`config.mk`:
```
export PLATFORM = sky130hd
export DESIGN_NAME = fifo_in_writer_flat
export DESIGN_NICKNAME = d
export VERILOG_FILES = /design/src/rtl/fifo_in_writer_if.sv /design/src/rtl/fifo_in_writer.sv /design/src/flat_wrapper.sv
export SDC_FILE = /design/constraint.sdc
export NUM_CORES = 1
export LEC_CHECK = 0
export CORE_MARGIN = 2
export CORE_UTILIZATION = 37
export DETAILED_ROUTE_END_ITERATION = 8
export PLACE_DENSITY = 0.77
export SLEW_MARGIN = 10
export SYNTH_ARGS = -nofsm -noshare
export SYNTH_HDL_FRONTEND = slang
export SYNTH_SLANG_ARGS = --single-unit
```
`constraint.sdc`:
```
create_clock -name clk -period 3.5 [get_ports clk]
set_clock_uncertainty 0.1 [all_clocks]
set_input_delay 0.7 -clock clk [delete_from_list [all_inputs] [get_ports clk]]
set_output_delay 0.7 -clock clk [all_outputs]
set_load 0.01 [all_outputs]
```
`src/rtl/fifo_in_writer_if.sv`:
```
// fifo_in_writer_if: bundles the upstream valid/ready stream, the fifo_in Avalon-MM data
// port and the fifo_in_csr Avalon-MM control port used by fifo_in_writer.
// master = the writer block, slave = the surrounding source/FIFO side.
interface fifo_in_writer_if;
    // Upstream stream
    logic [31:0] s_data;
    logic        s_valid;
    logic        s_ready;
    // fifo_in data port
    logic [31:0] fifo_in_writedata;
    logic        fifo_in_write;
    logic        fifo_in_waitrequest;
    // fifo_in_csr control port
    logic [2:0]  fifo_in_csr_address;
    logic        fifo_in_csr_read;
    logic [31:0] fifo_in_csr_writedata;
    logic        fifo_in_csr_write;
    logic [31:0] fifo_in_csr_readdata;

    modport master (
        input  s_data,
        input  s_valid,
        output s_ready,
        output fifo_in_writedata,
        output fifo_in_write,
        input  fifo_in_waitrequest,
        output fifo_in_csr_address,
        output fifo_in_csr_read,
        output fifo_in_csr_writedata,
        output fifo_in_csr_write,
        input  fifo_in_csr_readdata
    );

    modport slave (
        output s_data,
        output s_valid,
        input  s_ready,
        input  fifo_in_writedata,
        input  fifo_in_write,
        output fifo_in_waitrequest,
        input  fifo_in_csr_address,
        input  fifo_in_csr_read,
        input  fifo_in_csr_writedata,
        input  fifo_in_csr_write,
        output fifo_in_csr_readdata
    );
endinterface

```
`src/rtl/fifo_in_writer.sv`:
```
// fifo_in_writer: FPGA-side producer for the HPS-bound on-chip FIFO. Moves 32-bit stream
// words onto the fifo_in Avalon-MM port through a single holding register, polls the FIFO
// fill level over fifo_in_csr and throttles the stream before headroom runs out.
// Optional statistics outputs (words_written, stall_cycles): define FIFO_IN_WRITER_STATS_EN.
module fifo_in_writer #(
    parameter int unsigned DEPTH            = 256,
    parameter int unsigned HEADROOM         = 8,
    parameter int unsigned POLL_INTERVAL    = 64,
    parameter int unsigned CSR_READ_LATENCY = 1
) (
    input  logic                   clk,
    input  logic                   reset,
    input  logic                   enable,
    fifo_in_writer_if.master       bus,
    output logic [$clog2(DEPTH):0] fill_level,
    output logic                   throttled
`ifdef FIFO_IN_WRITER_STATS_EN
    ,
    output logic [31:0]            words_written,
    output logic [31:0]            stall_cycles
`endif
);

    localparam int unsigned AW     = $clog2(DEPTH);
    localparam int unsigned FW     = AW + 1;
    localparam int unsigned EW     = AW + 2;
    localparam int unsigned CntMax = (POLL_INTERVAL > CSR_READ_LATENCY) ?
                                     POLL_INTERVAL : CSR_READ_LATENCY;
    localparam int unsigned CW     = $clog2(CntMax + 1);

    localparam logic [EW-1:0] Threshold = EW'(DEPTH - HEADROOM);
    localparam logic [FW-1:0] SentMax   = FW'(DEPTH);
    localparam logic [CW-1:0] WaitLoad  = CW'(POLL_INTERVAL - 1);
    localparam logic [CW-1:0] LatLoad   = CW'(CSR_READ_LATENCY - 1);

    typedef enum logic [1:0] {StWait, StRead, StLat} state_e;

    state_e        state_q, state_d;
    logic [CW-1:0] cnt_q, cnt_d;
    logic          write_q, write_d;
    logic [31:0]   wdata_q, wdata_d;
    logic [FW-1:0] fill_q, fill_d;
    logic [FW-1:0] sent_q, sent_d;
    logic          thr_q, thr_d;
    logic [EW-1:0] est;
    logic          capture;
    logic          wr_done;
    logic          accept;
    logic          ready;

    // Only the fill_level field of the CSR readdata is meaningful.
    logic unused_rdata;
    assign unused_rdata = ^bus.fifo_in_csr_readdata[31:FW];

    assign wr_done = write_q & ~bus.fifo_in_waitrequest;
    // The holding register frees up in the same cycle the pending write completes.
    assign ready   = enable & ~thr_q & (~write_q | ~bus.fifo_in_waitrequest);
    assign accept  = bus.s_valid & ready;

    assign bus.s_ready               = ready;
    assign bus.fifo_in_write         = write_q;
    assign bus.fifo_in_writedata     = wdata_q;
    assign bus.fifo_in_csr_address   = 3'd0;
    assign bus.fifo_in_csr_writedata = 32'd0;
    assign bus.fifo_in_csr_write     = 1'b0;
    // The FSM resets into READ, so the strobe is held off while reset is asserted.
    assign bus.fifo_in_csr_read      = (state_q == StRead) & ~reset;

    assign fill_level = fill_q;
    assign throttled  = thr_q;

    // Write holding register next state: load on accept, drop after completion.
    always_comb begin
        write_d = write_q;
        wdata_d = wdata_q;
        if (accept) begin
            write_d = 1'b1;
            wdata_d = bus.s_data;
        end else if (wr_done) begin
            write_d = 1'b0;
        end
    end

    // Poll FSM next state: WAIT countdown, one-cycle READ, LAT countdown then capture.
    always_comb begin
        state_d = state_q;
        cnt_d   = cnt_q;
        capture = 1'b0;
        case (state_q)
            StWait: begin
                if (cnt_q == '0) begin
                    state_d = StRead;
                end else begin
                    cnt_d = cnt_q - 1'b1;
                end
            end
            StRead: begin
                state_d = StLat;
                cnt_d   = LatLoad;
            end
            StLat: begin
                if (cnt_q == '0) begin
                    capture = 1'b1;
                    state_d = StWait;
                    cnt_d   = WaitLoad;
                end else begin
                    cnt_d = cnt_q - 1'b1;
                end
            end
            default: begin
                state_d = StRead;
                cnt_d   = '0;
            end
        endcase
    end

    // Occupancy estimate: captured level plus writes completed since the last READ.
    always_comb begin
        sent_d = sent_q;
        if (state_q == StRead) begin
            // A write completing in the READ cycle lands after the sampled level.
            sent_d = FW'(wr_done);
        end else if (wr_done && (sent_q != SentMax)) begin
            sent_d = sent_q + 1'b1;
        end
        fill_d = capture ? bus.fifo_in_csr_readdata[FW-1:0] : fill_q;
        est    = EW'(fill_d) + EW'(sent_d);
        thr_d  = thr_q;
        if (capture || wr_done) begin
            thr_d = (est >= Threshold);
        end
    end

    // State registers; throttled starts set until the first poll has returned.
    always_ff @(posedge clk) begin
        if (reset) begin
            state_q <= StRead;
            cnt_q   <= '0;
            write_q <= 1'b0;
            wdata_q <= 32'd0;
            fill_q  <= '0;
            sent_q  <= '0;
            thr_q   <= 1'b1;
        end else begin
            state_q <= state_d;
            cnt_q   <= cnt_d;
            write_q <= write_d;
            wdata_q <= wdata_d;
            fill_q  <= fill_d;
            sent_q  <= sent_d;
            thr_q   <= thr_d;
        end
    end

`ifdef FIFO_IN_WRITER_STATS_EN
    logic [31:0] words_q;
    logic [31:0] stalls_q;

    // Completed-write counter (wraps) and stalled-cycle counter (saturates).
    always_ff @(posedge clk) begin
        if (reset) begin
            words_q  <= 32'd0;
            stalls_q <= 32'd0;
        end else begin
            if (wr_done) begin
                words_q <= words_q + 32'd1;
            end
            if (write_q && bus.fifo_in_waitrequest && (stalls_q != 32'hFFFF_FFFF)) begin
                stalls_q <= stalls_q + 32'd1;
            end
        end
    end

    assign words_written = words_q;
    assign stall_cycles  = stalls_q;
`endif

endmodule

```
`src/flat_wrapper.sv`:
```
// flat-port wrapper written by rule: the top's interface ports become plain ports
module fifo_in_writer_flat 
#(
    parameter int unsigned DEPTH            = 256,
    parameter int unsigned HEADROOM         = 8,
    parameter int unsigned POLL_INTERVAL    = 64,
    parameter int unsigned CSR_READ_LATENCY = 1
)
  (clk, reset, enable, fill_level, throttled, bus_s_data, bus_s_valid, bus_s_ready, bus_fifo_in_writedata, bus_fifo_in_write, bus_fifo_in_waitrequest, bus_fifo_in_csr_address, bus_fifo_in_csr_read, bus_fifo_in_csr_writedata, bus_fifo_in_csr_write, bus_fifo_in_csr_readdata);
  fifo_in_writer_if bus_i ();
  input  logic clk;
  input  logic reset;
  input  logic enable;
  output logic [$clog2(DEPTH):0] fill_level;
  output logic throttled;
  input wire logic [$bits(bus_i.s_data)-1:0] bus_s_data;
  input wire logic [$bits(bus_i.s_valid)-1:0] bus_s_valid;
  output wire logic [$bits(bus_i.s_ready)-1:0] bus_s_ready;
  output wire logic [$bits(bus_i.fifo_in_writedata)-1:0] bus_fifo_in_writedata;
  output wire logic [$bits(bus_i.fifo_in_write)-1:0] bus_fifo_in_write;
  input wire logic [$bits(bus_i.fifo_in_waitrequest)-1:0] bus_fifo_in_waitrequest;
  output wire logic [$bits(bus_i.fifo_in_csr_address)-1:0] bus_fifo_in_csr_address;
  output wire logic [$bits(bus_i.fifo_in_csr_read)-1:0] bus_fifo_in_csr_read;
  output wire logic [$bits(bus_i.fifo_in_csr_writedata)-1:0] bus_fifo_in_csr_writedata;
  output wire logic [$bits(bus_i.fifo_in_csr_write)-1:0] bus_fifo_in_csr_write;
  input wire logic [$bits(bus_i.fifo_in_csr_readdata)-1:0] bus_fifo_in_csr_readdata;
  assign bus_i.s_data = bus_s_data;
  assign bus_i.s_valid = bus_s_valid;
  assign bus_s_ready = bus_i.s_ready;
  assign bus_fifo_in_writedata = bus_i.fifo_in_writedata;
  assign bus_fifo_in_write = bus_i.fifo_in_write;
  assign bus_i.fifo_in_waitrequest = bus_fifo_in_waitrequest;
  assign bus_fifo_in_csr_address = bus_i.fifo_in_csr_address;
  assign bus_fifo_in_csr_read = bus_i.fifo_in_csr_read;
  assign bus_fifo_in_csr_writedata = bus_i.fifo_in_csr_writedata;
  assign bus_fifo_in_csr_write = bus_i.fifo_in_csr_write;
  assign bus_i.fifo_in_csr_readdata = bus_fifo_in_csr_readdata;
  fifo_in_writer #(.DEPTH(DEPTH), .HEADROOM(HEADROOM), .POLL_INTERVAL(POLL_INTERVAL), .CSR_READ_LATENCY(CSR_READ_LATENCY)) u_core (.clk(clk), .reset(reset), .enable(enable), .bus(bus_i), .fill_level(fill_level), .throttled(throttled));
endmodule
```
After elaboration in Yosys (flattened, before gate mapping):

Index checks and enable logic that the tools add are counted.

* bits in writable memories: 0
* memories: 0
* bits in latches: 0
* bits in read-only memories: 0
* register bits after elaboration: 61

* $mul: 0
* shift operators: 0
* multiplexer cells: 13
* divide/modulo/power cells: 0
* $lt $le $gt $ge: 1
* add/subtract/negate cells: 3
* bitwise gates (word level): 10
* reductions and logical operators: 6
* eq/ne operators: 6

Operator list (number)
* 9-bit two-way mux: 3
* 7-bit two-way mux: 2
* 7-bit one-hot mux with 2 select lines: 1
* 9-bit by 9-bit adder with 10-bit output: 1
* 10-bit by 8-bit >= comparator with 1-bit output (second input constant): 1
* 9-bit by 1-bit adder with 9-bit output (second input constant): 1
* 9-bit inequality test (second input constant): 1
* 7-bit zero test: 1
* 7-bit by 1-bit subtractor with 7-bit output (second input constant): 1
* 2-bit one-hot mux with 3 select lines: 1
* 1-bit bitwise AND: 5
* 1-bit two-way mux: 4
* 2-bit two-way mux: 2
* 2-bit by 1-bit inequality test with 1-bit output (second input constant): 2
* 1-bit inverter: 4
* 2-bit by 1-bit equality test with 1-bit output (second input constant): 1
* 2-bit equality test (second input constant): 1
* 2-bit zero test: 1
* 2-bit inequality test (second input constant): 1
* 2-bit AND reduction: 1
* 2-bit nonzero test: 1
* 1-bit logical AND: 1
* 1-bit logical OR: 1
* 1-bit OR: 1

Logic depth before layout (Yosys ltp):

Gate-level depths: netlist of run 1.

* depth after elaboration: 7
* gate-level depth with buffers: 16

Worst setup path after synthesis of run 1:

Ideal clock, no wire load.

* path type: reg-to-reg
* start: reg u_core.cnt_q[0]
* end: reg u_core.thr_q, in the netlist u_core.throttled
* path buffers: 1
* setup time: 128 ps
* slack: 141 ps
* data required time: 3272 ps
* cell stages (with the launch flop): 15
* arrival time: 3131 ps
* cell sequence: dfxtp_1 > inv_1 > ha_1 > nor2b_1 > nand3_1 > clkbuf_1 > mux2_2 > fa_1 > a21oi_1 > nand2_1 > o31ai_1 > a311o_1 > mux2_2 > o211ai_1 > o22ai_1

* longest elaborated chain between the ends: 6

RTL lines
* from (decl): line fifo_in_writer.sv:39 `logic [CW-1:0] cnt_q, cnt_d;`
* from (signal assigned): line fifo_in_writer.sv:146 `cnt_q <= cnt_d;`
* 7-bit zero test: line fifo_in_writer.sv:102 `if (cnt_q == '0) begin`
* 1-bit two-way mux: line fifo_in_writer.sv:102
* 1-bit two-way mux: line fifo_in_writer.sv:89 `case (state_q)`
* 9-bit two-way mux: line fifo_in_writer.sv:126 `fill_d = capture ? bus.fifo_in_csr_readdata[FW-1:0] : fill_q;`
* via u_core.fill_d[1]: line fifo_in_writer.sv:42 `logic [FW-1:0] fill_q, fill_d;`
* 9-bit by 9-bit adder with 10-bit output: line fifo_in_writer.sv:127 `est = EW'(fill_d) + EW'(sent_d);`
* 10-bit by 8-bit >= comparator with 1-bit output: line fifo_in_writer.sv:130 `thr_d = (est >= Threshold);`
* to (signal assigned): line fifo_in_writer.sv:151 `thr_q <= thr_d;`
* to (decl): line fifo_in_writer.sv:44 `logic thr_q, thr_d;`

The timed path passes the listed nets, and every way through them passes these cells.
A chain may end at the register's enable or synchronous reset.

Worst setup path in the final report of run 1:

* start: reg u_core.sent_q[5]
* end: reg u_core.thr_q, in the netlist u_core.throttled

* longest elaborated chain between the ends: 6

RTL lines
* from (decl): line fifo_in_writer.sv:43 `logic [FW-1:0] sent_q, sent_d;`
* from (signal assigned): line fifo_in_writer.sv:150 `sent_q <= sent_d;`
* 9-bit inequality test: line fifo_in_writer.sv:123 `end else if (wr_done && (sent_q != SentMax)) begin`
* 1-bit logical AND: line fifo_in_writer.sv:123
* 9-bit two-way mux: line fifo_in_writer.sv:123
* 9-bit two-way mux: line fifo_in_writer.sv:120 `if (state_q == StRead) begin`
* via u_core.sent_d[2]: line fifo_in_writer.sv:43
* 9-bit by 9-bit adder with 10-bit output: line fifo_in_writer.sv:127
* 10-bit by 8-bit >= comparator with 1-bit output: line fifo_in_writer.sv:130

The timed path passes the listed nets, and every way through them passes these cells.

==> results of run 1 <==
layout make-up:
cell class,instances,share of cell area
Clock inverter,7,0.01664
Multi-Input combinational cell,302,0.3918
Sequential cell,61,0.2709
Tap cell,105,0.02912
Inverter,7,0.005824
Clock buffer,9,0.02745
Timing Repair Buffer,125,0.2582
layer usage:
layer | track usage | share of wire
met4 | 0.04286 | 0.0076
met1 | 0.1906 | 0.42
met3 | 0.04464 | 0.058
met2 | 0.2896 | 0.51
met5 | 0 | 0
power groups by stage:
stage	combinational, uW	clock, uW	sequential, uW
global placement	776	0	827
finish	852	633	822
floorplan	531	0	838
CTS	818	653	816
detailed placement	809	0	832
global route	947	682	830
cells in the final DEF (no fill, tap or decap), drive strengths merged, types with 5 or more instances in the layout:
| cell | netlist | final |
|---|---|---|
| ha | 15 | 15 |
| clkinv | 0 | 5 |
| buf | 37 | 36 |
| conb | 1 | 36 |
| xnor2 | 5 | 5 |
| xor2 | 7 | 7 |
| nor2 | 27 | 27 |
| clkdlybuf4s50 | 0 | 88 |
| clkbuf | 15 | 9 |
| nor3 | 13 | 13 |
| inv | 7 | 8 |
| nor4 | 6 | 6 |
| dfxtp | 61 | 61 |
| a21oi | 46 | 46 |
| nand2 | 80 | 80 |
| nor2b | 12 | 12 |
| mux2 | 9 | 9 |
| nand3 | 7 | 7 |
through the flow:
stage / TNS [ns] / setup WS, ns / util / power [uW] / area (um2)
2_1_floorplan: 0 / 0.1408 / - / 1369 / 3249
3_5_place_dp: -0.5075 / -0.5075 / 0.5083 / 1641 / 4155
5_1_grt: 0 / 0.005177 / 0.5519 / 2459 / 4512
4_1_cts: 0 / 0.02448 / 0.5366 / 2288 / 4387
3_3_place_gp: -0.3269 / -0.3269 / 0.5083 / 1603 / 4155
6_report: 0 / 0.1544 / 0.5519 / 2307 / 4512
kinds of logic (layout without fill, tap and decap cells):
kind of cell | Yosys count | count (layout) | synth area share
buf+inv | 59 | 148 | 0.1148
flops | 61 | 61 | 0.3917
fa+ha+maj | 16 | 16 | 0.06661
other cells | 1 | 36 | 0.001203
xor+xnor | 12 | 12 | 0.03371
simple gates | 164 | 164 | 0.2420
mux | 9 | 9 | 0.03250
compound gates | 65 | 65 | 0.1176
sequential cells by signal, indices dropped and copies added, names as in the netlist:
name                          cells
u_core.fill_level                 9
u_core.bus.fifo_in_write          1
u_core.cnt_q                      7
u_core.state_q                    2
u_core.throttled                  1
u_core.bus.fifo_in_writedata     32
u_core.sent_q                     9
path summary, 6_finish.rpt:
kind / start / to / slack (ns) / cells past startpoint
max: u_core.sent_q[5]$_SDFF_PP0_ / u_core.throttled$_SDFFE_PP1P_ / 0.15 / 15
min: u_core.cnt_q[0]$_SDFFE_PP0P_ / u_core.cnt_q[0]$_SDFFE_PP0P_ / 0.35 / 1
max reg2reg: u_core.sent_q[5]$_SDFF_PP0_ / u_core.throttled$_SDFFE_PP1P_ / 0.15 / 15
min reg2reg: u_core.cnt_q[0]$_SDFFE_PP0P_ / u_core.cnt_q[0]$_SDFFE_PP0P_ / 0.35 / 1
worst max-delay path: stages (launching register included):
cell,delay (ns)
dfxtp_1,0.34
nor4b_1,0.52
a21oi_2,0.14
nand2_1,0.18
xor2_1,0.21
nor2_1,0.09
ha_1,0.32
buf_4,0.15
a21oi_1,0.17
nand2_1,0.13
nor4_1,0.21
nor4_1,0.10
buf_4,0.15
and2_1,0.16
o32ai_2,0.13
o22ai_1,0.12
repair_timing:
action	4_1_cts	5_1_grt
resized for setup	7	19
hold buffers	0	0
pin swaps	6	8
setup endpoints to repair	1	1
setup buffers	1	6
==> results.toml, run 1 <==
[place]
io_buffer_count = 90
place_hpwl_mm = 5.527
dp.cells = 593
gp_congestion = 0.8099

[cells_and_area]
ff_latch_area_um2 = 1222
final_nets = 591
num_antenna_cells = 0
area_growth_pct = 44.70
drive_gt1_frac = 0.1605
nFillCells = 748
finalNonFillerCells = 616
multi_input_area_um2 = 1768

[timing]
timing.fmax_ghz = 0.2989
fin_crit_ns = 3.346
finalCritPeriodShare = 0.9559
setup_viol = 0
worst_pin_slew_ns = 0.5876
maxSlewHeadroom = 0.6083
hold_ws_ns = 0.3528
rsz0062_at_grt = "no"
drv_slew = 0
finalHoldViolCount = 0

[drt]
post_drt_wl_per_cell_um = 12.64
routed_via_density = 4.727
wl_mm = 7.788
drt_iter0_markers = 101
drt-pass1-iter-count = 4
vias = 2912
detail-route-antenna-nets = 0
route.detailed.drc = 0

[cts]
cts_root_buf = "clkbuf_8"
cts_buffers = 9
cts_tree = "done"
clock_path_buffers = 2
clkTransAtPathRegs_ns = 0.07
clk_latency_ns = 0.33
ctsHtreeMaxLevel = 3
cts_sinks = 61

[logic_synthesis]
ys_types = 40
syn_area_um2 = 3118
synth_edf_count = 0
synth_ff_type = "dfxtp_1"
synth_top_cells_by_area = "dfxtp_1 (39%), nand2_1 (9.6%), buf_4 (8.7%)"
synth_seq_cells = 61
synth_warnings = 0
syn_area_per_cell_um2 = 8.057
async_reset_ff_frac = 0
netlist_instances = 387
synth_top_area_share = 0.3917
synth_common_cells = "nand2_1 (80), dfxtp_1 (61), a21oi_1 (46)"
yosysTopAreaCell = "dfxtp_1"
yosysMostFrequentCell = "nand2_1"
seq_area_frac_synth = 0.3917

[floorplan]
die_height_um = 95.80
dieArea_um2 = 9178
die_width_um = 95.80
coreArea_um2 = 8175
initial_core_util = 0.3814
io_pins = 150
rows = 33

[run]
maxCapViolations = 0

[worst_setup_path]
required_ns = 3.61
criticalPathCategory = "reg2reg"
cp-end-kind = "register"
arrival_ns = 3.45
crit_path_max_fanout = 4
startpoint_type = "register"

[grt]
grt_usage = 0.1622
antenna_found_initial = 0
grt_pass1_wl_mm = 11.82
grt_max_degree = 57
grt_pass1_vias = 2678
overflow = 0

[pwr]
power.internal_uw = 1508
p_per_area_nw_per_um2 = 511.4
leakage_uw = 0.001813
p_clk_frac = 0.275
ir_worst_vdd_v = 0.0002524
switchingPower_uw = 799.2
p_sw_frac = 0.3464
pwr-share-seq = 0.356
combPwrFrac = 0.369

[hold_path]
min_path_type = "reg2reg"

[status]
outcome = "completed"
Note: power is estimated with default switching activity, not from simulation.
==> run 2: changes to the inputs <==
--- a/config.mk
+++ b/config.mk
@@ -6,9 +6,9 @@
 export NUM_CORES = 1
 export LEC_CHECK = 0
 export CORE_MARGIN = 2
-export CORE_UTILIZATION = 37
+export CORE_UTILIZATION = 44
 export DETAILED_ROUTE_END_ITERATION = 8
-export PLACE_DENSITY = 0.77
+export PLACE_DENSITY = 0.86
 export SLEW_MARGIN = 10
 export SYNTH_ARGS = -nofsm -noshare
 export SYNTH_HDL_FRONTEND = slang
==> constraint.sdc (replaced) <==
create_clock -name clk -period 4.1 [get_ports clk]
set_clock_uncertainty 0.1 [all_clocks]
set_input_delay 0.82 -clock clk [delete_from_list [all_inputs] [get_ports clk]]
set_output_delay 0.82 -clock clk [all_outputs]
set_load 0.01 [all_outputs]
==> results.toml, run 2 (synthesis gave the netlist of run 1 again) <==
[pwr]
p_clk_frac = 0.329
leakage_uw = 0.001688
switchingPower_uw = 624.9
pwr-share-seq = 0.346
ir_worst_vdd_v = 0.0002863
p_sw_frac = 0.3092
p_total_uw = 2021
power.internal_uw = 1396
combPwrFrac = 0.325
p_per_area_nw_per_um2 = 475.7

[timing]
rsz0062_at_grt = "no"
worst_pin_slew_ns = 0.5882
drv_slew = 0
finalHoldViolCount = 0
fin_crit_ns = 3.825
timing.fmax_ghz = 0.2614
setup_viol = 0
maxSlewHeadroom = 0.6078
hold_ws_ns = 0.3538
finalCritPeriodShare = 0.9329

[cts]
clk_latency_ns = 0.33
clock_path_buffers = 2
cts_buffers = 9
cts_tree = "done"
ctsHtreeMaxLevel = 3
cts_sinks = 61
postCtsHoldBufs = 0
clkTransAtPathRegs_ns = 0.07
postCtsSetupBuffers = 0
cts_resized = 0
cts_root_buf = "clkbuf_8"

[floorplan]
dieArea_um2 = 7776
die_height_um = 88.18
initial_core_util = 0.4564
die_width_um = 88.18
rows = 30
coreArea_um2 = 6832
io_pins = 150

[worst_setup_path]
crit_path_max_fanout = 4
reg2reg_setup_slack_ns = 0.31
cp-end-kind = "register"
arrival_ns = 3.94
criticalPathCategory = "in2reg"
required_ns = 4.21
startpoint_type = "input port"

[cells_and_area]
multi_input_area_um2 = 1670
final_core_util = 0.6218
nFillCells = 614
area_growth_pct = 36.24
largest_reg_flops = 32
final_common_cell = "clkdlybuf4s50_1"
num_antenna_cells = 0
ff_latch_area_um2 = 1221
finalInstanceArea_um2 = 4248
drive_gt1_frac = 0.07438
mostFrequentLayoutCells = "clkdlybuf4s50_1 (89), nand2_1 (80), dfxtp_1 (61)"
final_nets = 565

[place]
gp_congestion = 0.7914
place_hpwl_mm = 5.312
dpl_cell_area_um2 = 4001
io_buffer_count = 90

[grt]
grt_max_degree = 58
grt_usage = 0.1867
antenna_found_initial = 0
grt_pass1_vias = 2659
grt_pass1_wl_mm = 11.41
overflow = 0

[drt]
vias = 2828
wl_mm = 7.240
detail-route-antenna-nets = 0
route.detailed.drc = 0
drt_iter0_markers = 117
post_drt_wl_per_cell_um = 12.48
routed_via_density = 4.876
drt-pass1-iter-count = 4

[status]
outcome = "completed"

[hold_path]
min_path_type = "reg2reg"

[run]
maxCapViolations = 0
[run 2: power by group through the flow]
stage,clock network [uW],registers [uW],logic [uW]
4_1_cts,679,700,656
3_5_place_dp,0,713,650
2_1_floorplan,0,716,453
3_3_place_gp,0,709,630
6_report,664,700,657
5_1_grt,696,706,736
[run 2: path summary, 6_finish.rpt]
kind,from,cells after the start,to
setup reg to reg,u_core.cnt_q[0]$_SDFFE_PP0P_,14,u_core.throttled$_SDFFE_PP1P_
setup / recovery,bus_fifo_in_waitrequest,13,u_core.throttled$_SDFFE_PP1P_
hold / removal,u_core.bus.fifo_in_writedata[5]$_SDFFE_PP0P_,2,u_core.bus.fifo_in_writedata[5]$_SDFFE_PP0P_
hold reg to reg,u_core.bus.fifo_in_writedata[5]$_SDFFE_PP0P_,2,u_core.bus.fifo_in_writedata[5]$_SDFFE_PP0P_
[run 2: metal layers]
layer  vias to the layer above  part of all wire  GRT usage  wire length [um]
met5                         -                 0          0                 0
met4                         0             0.027    0.09642               197
met3                        21             0.065    0.04430               467
met2                       104              0.49     0.3117              3578
met1                      1287              0.41     0.2230              2996
li1                       1416                 -          -                 -
[run 2: layout make-up]
| cell class | count | share of cell area |
|---|---|---|
| clock inverter | 4 | 0.02239 |
| inverter | 7 | 0.006186 |
| sequential | 61 | 0.2875 |
| timing repair buffer | 99 | 0.2268 |
| tap | 96 | 0.02828 |
| multi-input combinational | 302 | 0.3932 |
| clock buffer | 11 | 0.03564 |
[run 2: metrics by stage]
stage | TNS [ns] | instances | setup slack (ns)
after detailed placement | -0.01405 | 565 | -0.01405
after CTS | 0 | 580 | 0.3080
final | 0 | 580 | 0.2750
after floorplan | 0 | 422 | 0.6566
after global placement | 0 | 565 | 0.1317
after global routing | 0 | 580 | 0.03758
[run 2: worst max-delay path, stage by stage]
cell and delay (ns):
clkdlybuf4s50_1 0.43, nand2b_1 0.20, a21oi_1 0.26, o32ai_1 0.15
ha_1 0.24, fa_1 0.38, a21oi_1 0.32, nand2_1 0.10
o31ai_1 0.24, a311o_1 0.25, mux2_2 0.36, o211ai_1 0.09
o22ai_1 0.10
==> RTL change 1 (settings of run 1) <==
Re-encode `state_e` (3 states) as one-hot, 3 bits wide.
--- a/src/rtl/fifo_in_writer.sv
+++ b/src/rtl/fifo_in_writer.sv
@@ -34,5 +34,5 @@
     localparam logic [CW-1:0] LatLoad   = CW'(CSR_READ_LATENCY - 1);
 
-    typedef enum logic [1:0] {StWait, StRead, StLat} state_e;
+    typedef enum logic [2:0] {StWait = 3'b001, StRead = 3'b010, StLat = 3'b100} state_e;
 
     state_e        state_q, state_d;
Formal check against the unedited RTL: no difference found for any inputs over 10 cycles, from zero or initial values and one cycle with reset high; not proved beyond that.
==> RTL change 1 against run 1 <==
Sequential power down 2.7%. Count of clock-buffer cells in the layout up 1. Synthesized area up 2.6%. Synthesized cell count up 0.78%. Maximum frequency down 2.4%. Sequential share of layout area up 0.11 points. Worst setup slack worse by 83 ps. Design area up 1.3%. Sequential cell count up 1. Total power down 6.5%. Routed wire length up 2.6%.
==> RTL change 1: results (changes against run 1) <==
[outcome]
status=finished, final reports clean

[synth]
seq_area_frac_synth_pct=38.80  ; -0.37 points
synth_compound_area_share_pct=13.73  ; +2.0 points
ys_types=55  ; +38%
synth.area.top_cells=dfxtp_1 (39%), nand2_1 (9.2%), buf_4 (8.4%), a21oi_1 (6.6%), ha_1 (4.7%)
synthAdderAreaFrac_pct=5.632  ; -1.0 points
synthTopCellsByCount=nand2_1 (78), dfxtp_1 (62), a21oi_1 (42), buf_4 (36), nor2_1 (26)
syn_avg_cell_area_um2=8.203  ; +1.8%

[power]
power_leakage_uw=0.001801  ; -0.66%
ir_drop_mv=0.2526  ; +0.12%

[final_layout]
finalNonFillerCells=615  ; -0.16%
fin_nets=587  ; -0.68%
drive_above_1_share_pct=16.47  ; +0.42 points

[hold_path]
holdCritStartpoint=u_core.bus.fifo_in_writedata[14]$_SDFFE_PP0P_

[timing]
slew_headroom_pct=59.76  ; -1.1 points

[global_routing]
use_met1_pct=18.55  ; -0.51 points
grt_pass1_wl_um=13280  ; +12%
grt_util_all_layers_pct=17.07  ; +0.85 points
grt_pass1_vias=2918  ; +9.0%
grtUsageMet2_pct=30.61  ; +1.6 points

[drt]
drtIter0Drc=88  ; -13%
routedWlPerCell_um=13.00  ; +2.8%

[place]
gp_congestion=0.8752  ; +8.1%
dp_hpwl_um=5885  ; +6.5%

[critical_path]
reg2reg_slack_ps=70  ; -80 ps

==> RTL change 1: cell count changes in the layout (fill, tap and decap cells not counted), moves of 3 or more <==
cell,change
clkinv_4,-3
o21a_1,+3
a21oi_1,-4
nor3_1,-4
==> RTL change 1: cell families (layout without fill, tap and decap cells) <==
kind of cell	count (synthesis)	in the layout
AND/OR/NAND/NOR	154	154
other	1	36
flip-flops	62	62
buffers and inverters	63	148
AO/OA/AOI/OAI	72	72
multiplexers	11	11
XOR/XNOR	13	13
adder cells (fa/ha/maj)	14	14
==> RTL change 1: per-layer routing <==
metal	wire length (um)	share of wire (%)	up-vias
met5	0	0	-
met4	253	3.2	0
met3	346	4.3	23
met2	4075	51	83
met1	3317	41	1331
li1	-	-	1468
==> RTL change 1: worst max-delay path: stages, from the launching register on <==
cell       delay, ps
dfxtp_2          330
or4_4            530
o41ai_4          330
mux2i_1          280
nor2_1            90
ha_1             280
a21o_1           190
a21oi_2          140
inv_1             70
maj3_2           340
a31o_4           230
o2111a_1         240
nor3_2           100
o2bb2ai_1         80
==> RTL change 1: cell type report <==
type,instances,area [um^2]
Clock buffer,10,137.6
Clock inverter,6,67.56
Fill cell,757,3727
Inverter,9,33.78
Multi-Input combinational cell,300,1810
Sequential cell,62,1244
Tap cell,105,131.4
Timing Repair Buffer,123,1147
==> RTL change 1: stage by stage <==
stage	TNS, ps	worst slack, ps	total power (uW)	hold slack, ps	cell area, um^2
after floorplan	0	16.58	1258	367.6	3342
after global placement	-254.1	-254.1	1471	341.8	4255
after detailed placement	-325.8	-325.8	1491	345.9	4255
after CTS	-7.619	-7.619	2175	356.3	4564
after global routing	-74.30	-74.30	2282	370.1	4572
final	0	71.32	2158	356.0	4572
==> RTL change 1: worst max-delay path by stage <==
stage,startpoint,to,depth (start not counted)
after floorplan,u_core.cnt_q[2]$_SDFFE_PP0P_,u_core.throttled$_SDFFE_PP1P_,13
after global placement,bus_fifo_in_waitrequest,u_core.throttled$_SDFFE_PP1P_,14
after global routing,u_core.sent_q[3]$_SDFF_PP0_,u_core.throttled$_SDFFE_PP1P_,13
final,u_core.sent_q[3]$_SDFF_PP0_,u_core.throttled$_SDFFE_PP1P_,13
after detailed placement,bus_fifo_in_waitrequest,u_core.throttled$_SDFFE_PP1P_,15
after CTS,u_core.sent_q[3]$_SDFF_PP0_,u_core.throttled$_SDFFE_PP1P_,13
==> RTL change 1: timing repair <==
action,in CTS,in global routing
hold buffers,0,0
resized for setup,18,3
gates cloned,0,0
pin swaps,20,5
endpoints found under the setup margin,1,1
buffers inserted,3,0
==> RTL change 1: where the power goes <==
group	internal, uW	total [uW]	switching [uW]	leakage, uW
clock network	352	658	306	0.0000993
logic	343	699	357	0.00120
registers	759	800	41.5	0.000502
==> RTL change 2 (config.mk and constraints of run 1) <==
Without the edit above. `CSR_READ_LATENCY` is set to 1 in 2 places; all go to 2.
--- a/src/rtl/fifo_in_writer.sv
+++ b/src/rtl/fifo_in_writer.sv
@@ -7,5 +7,5 @@
     parameter int unsigned HEADROOM         = 8,
     parameter int unsigned POLL_INTERVAL    = 64,
-    parameter int unsigned CSR_READ_LATENCY = 1
+    parameter int unsigned CSR_READ_LATENCY = 2
 ) (
     input  logic                   clk,
--- a/src/flat_wrapper.sv
+++ b/src/flat_wrapper.sv
@@ -5,5 +5,5 @@
     parameter int unsigned HEADROOM         = 8,
     parameter int unsigned POLL_INTERVAL    = 64,
-    parameter int unsigned CSR_READ_LATENCY = 1
+    parameter int unsigned CSR_READ_LATENCY = 2
 )
   (clk, reset, enable, fill_level, throttled, bus_s_data, bus_s_valid, bus_s_ready, bus_fifo_in_writedata, bus_fifo_in_write, bus_fifo_in_waitrequest, bus_fifo_in_csr_address, bus_fifo_in_csr_read, bus_fifo_in_csr_writedata, bus_fifo_in_csr_write, bus_fifo_in_csr_readdata);
Check against the original RTL: not equivalent (a bounded check fails within 4 cycles, from zero or initial values and one cycle with reset high).
==> RTL change 2 against run 1 <==
Non-clock buffer count shrank 2. Routed wire length grew 7.3%. Synthesized area grew 5.8%. Largest cell class unchanged. Worst setup slack lost 43 ps. Total power grew 5.7%. Sequential cell count is the same. Synthesized cell count grew 1.8%. Sequential share of layout area shrank 1.1 points. Design area grew 4.6%. First-iteration DRC count shrank 31%.
==> RTL change 2: results (changes against run 1) <==
[final_layout]
final.fill_count=784  ; +4.8%
finalNonFillerCells=621  ; +0.81%
drive_above_1_share_pct=19.10  ; +3.1 points
fin_nets=594  ; +0.51%
area_growth_pct=43.13

[outcome]
status=finished, final reports clean

[critical_path]
critPathMaxFanout=5  ; +1
slowest_delay_ps=340  ; -180 ps
criticalPathCategory=reg -> reg
rr_startpoint=u_core.state_q[0]$_SDFFE_PP1P_
reg2regPathDepth=13  ; -2
cp.arrival_ps=3510  ; +60 ps
cpMaxStageDelayCell=fa_2

[power]
power_leakage_uw=0.001897  ; +4.6%
swShare_pct=33.74  ; -0.90 points
ir_drop_mv=0.4862  ; +93%
comb_power_share_pct=38.2  ; +1.3 points
clkPwrFrac_pct=26.9  ; -0.6 points

[global_routing]
grt_util_all_layers_pct=16.60  ; +0.38 points
grt_pass1_vias=2835  ; +5.9%
grt_pass1_wl_um=13080  ; +11%
antenna_found_initial=0  ; unchanged
grt_max_degree=62  ; +8.8%

[drt]
vias_per_cell=4.931  ; +4.3%
drtIter0Drc=70  ; -31%
routed_wl_um=8354  ; +7.3%

[timing]
worstMarginPinSlew_ps=1111  ; +523.6 ps
worst_slack_ps=111.4  ; -43.03 ps

[clocking]
htreeDepth=3  ; unchanged

[place]
gp_congestion=0.8774  ; +8.3%
dp_hpwl_um=6050  ; +9.5%
placed_area_mm2=0.004325  ; +4.1%
dp.cells=602  ; +1.5%
dpl_worst_slack_ps=-382.7  ; +124.8 ps

[synth]
synthTopCellsByCount=nand2_1 (78), dfxtp_1 (61), a21oi_1 (44), buf_4 (37), nor2_1 (25)
synth.area.top_cells=dfxtp_1 (37%), nand2_1 (8.9%), buf_4 (8.4%), a21oi_1 (6.7%), ha_1 (6.1%)
seq_area_frac_synth_pct=37.03  ; -2.1 points
ys_types=59  ; +48%
syn_avg_cell_area_um2=8.371  ; +3.9%

==> RTL change 2: changes by cell type after synthesis, sizes merged, moves of 3 or more <==
cell	delta
nand4	+8
a211oi	-3
nor4	-4
nor3	-5
o21bai	-3
==> RTL change 2: metal layers <==
layer / share of wire (%) / vias to the layer above / global-route usage, %
li1: - / 1500 / -
met1: 43 / 1445 / 19.89
met2: 49 / 104 / 28.15
met3: 5.6 / 13 / 4.397
met4: 1.6 / 0 / 7.060
met5: 0 / - / 0
==> RTL change 2: metrics by stage <==
stage / hold slack [ps] / TNS, ps / total power [uW]
after floorplan: 380.5 / 0 / 1435
after global placement: 340.8 / -351.3 / 1698
after detailed placement: 348.3 / -382.7 / 1733
after CTS: 357.3 / 0 / 2404
after global routing: 373.0 / -7.536 / 2595
final: 356.2 / 0 / 2439
==> RTL change 2: what timing repair did <==
action,CTS,global route
gates cloned,0,0
endpoints found under the setup margin,1,1
pin swaps,3,15
buffers inserted,1,3
resized for setup,4,31
==> RTL change 2: how the worst min path moves through the flow <==
stage / cells after the start / slack, ps / start / to
after floorplan: 2 / 380 / u_core.bus.fifo_in_writedata[0]$_SDFFE_PP0P_ / u_core.bus.fifo_in_writedata[0]$_SDFFE_PP0P_
after global placement: 2 / 340 / u_core.bus.fifo_in_writedata[3]$_SDFFE_PP0P_ / u_core.bus.fifo_in_writedata[3]$_SDFFE_PP0P_
after detailed placement: 2 / 350 / u_core.bus.fifo_in_writedata[4]$_SDFFE_PP0P_ / u_core.bus.fifo_in_writedata[4]$_SDFFE_PP0P_
after CTS: 2 / 360 / u_core.bus.fifo_in_writedata[4]$_SDFFE_PP0P_ / u_core.bus.fifo_in_writedata[4]$_SDFFE_PP0P_
after global routing: 2 / 370 / u_core.bus.fifo_in_writedata[25]$_SDFFE_PP0P_ / u_core.bus.fifo_in_writedata[25]$_SDFFE_PP0P_
final: 2 / 360 / u_core.bus.fifo_in_writedata[4]$_SDFFE_PP0P_ / u_core.bus.fifo_in_writedata[4]$_SDFFE_PP0P_
==> RTL change 2: layout make-up <==
class / instances / area (um^2) / share of cell area, %
clock buffers: 13 / 168.9 / 3.578
well taps: 108 / 135.1 / 2.862
multi-input cells: 306 / 1969 / 41.72
inverters: 7 / 26.28 / 0.5566
repair buffers: 123 / 1154 / 24.44
clock inverters: 3 / 42.54 / 0.9011
flip-flops and latches: 61 / 1225 / 25.95
==> RTL change 2: kinds of logic after synthesis <==
logic type	synth area share (%)
other	0.1137
adder cells (fa/ha/maj)	6.677
buffers and inverters	11.84
AND/OR/NAND/NOR	23.75
XOR/XNOR	3.187
flip-flops	37.03
AO/OA/AOI/OAI	14.38
multiplexers	3.035
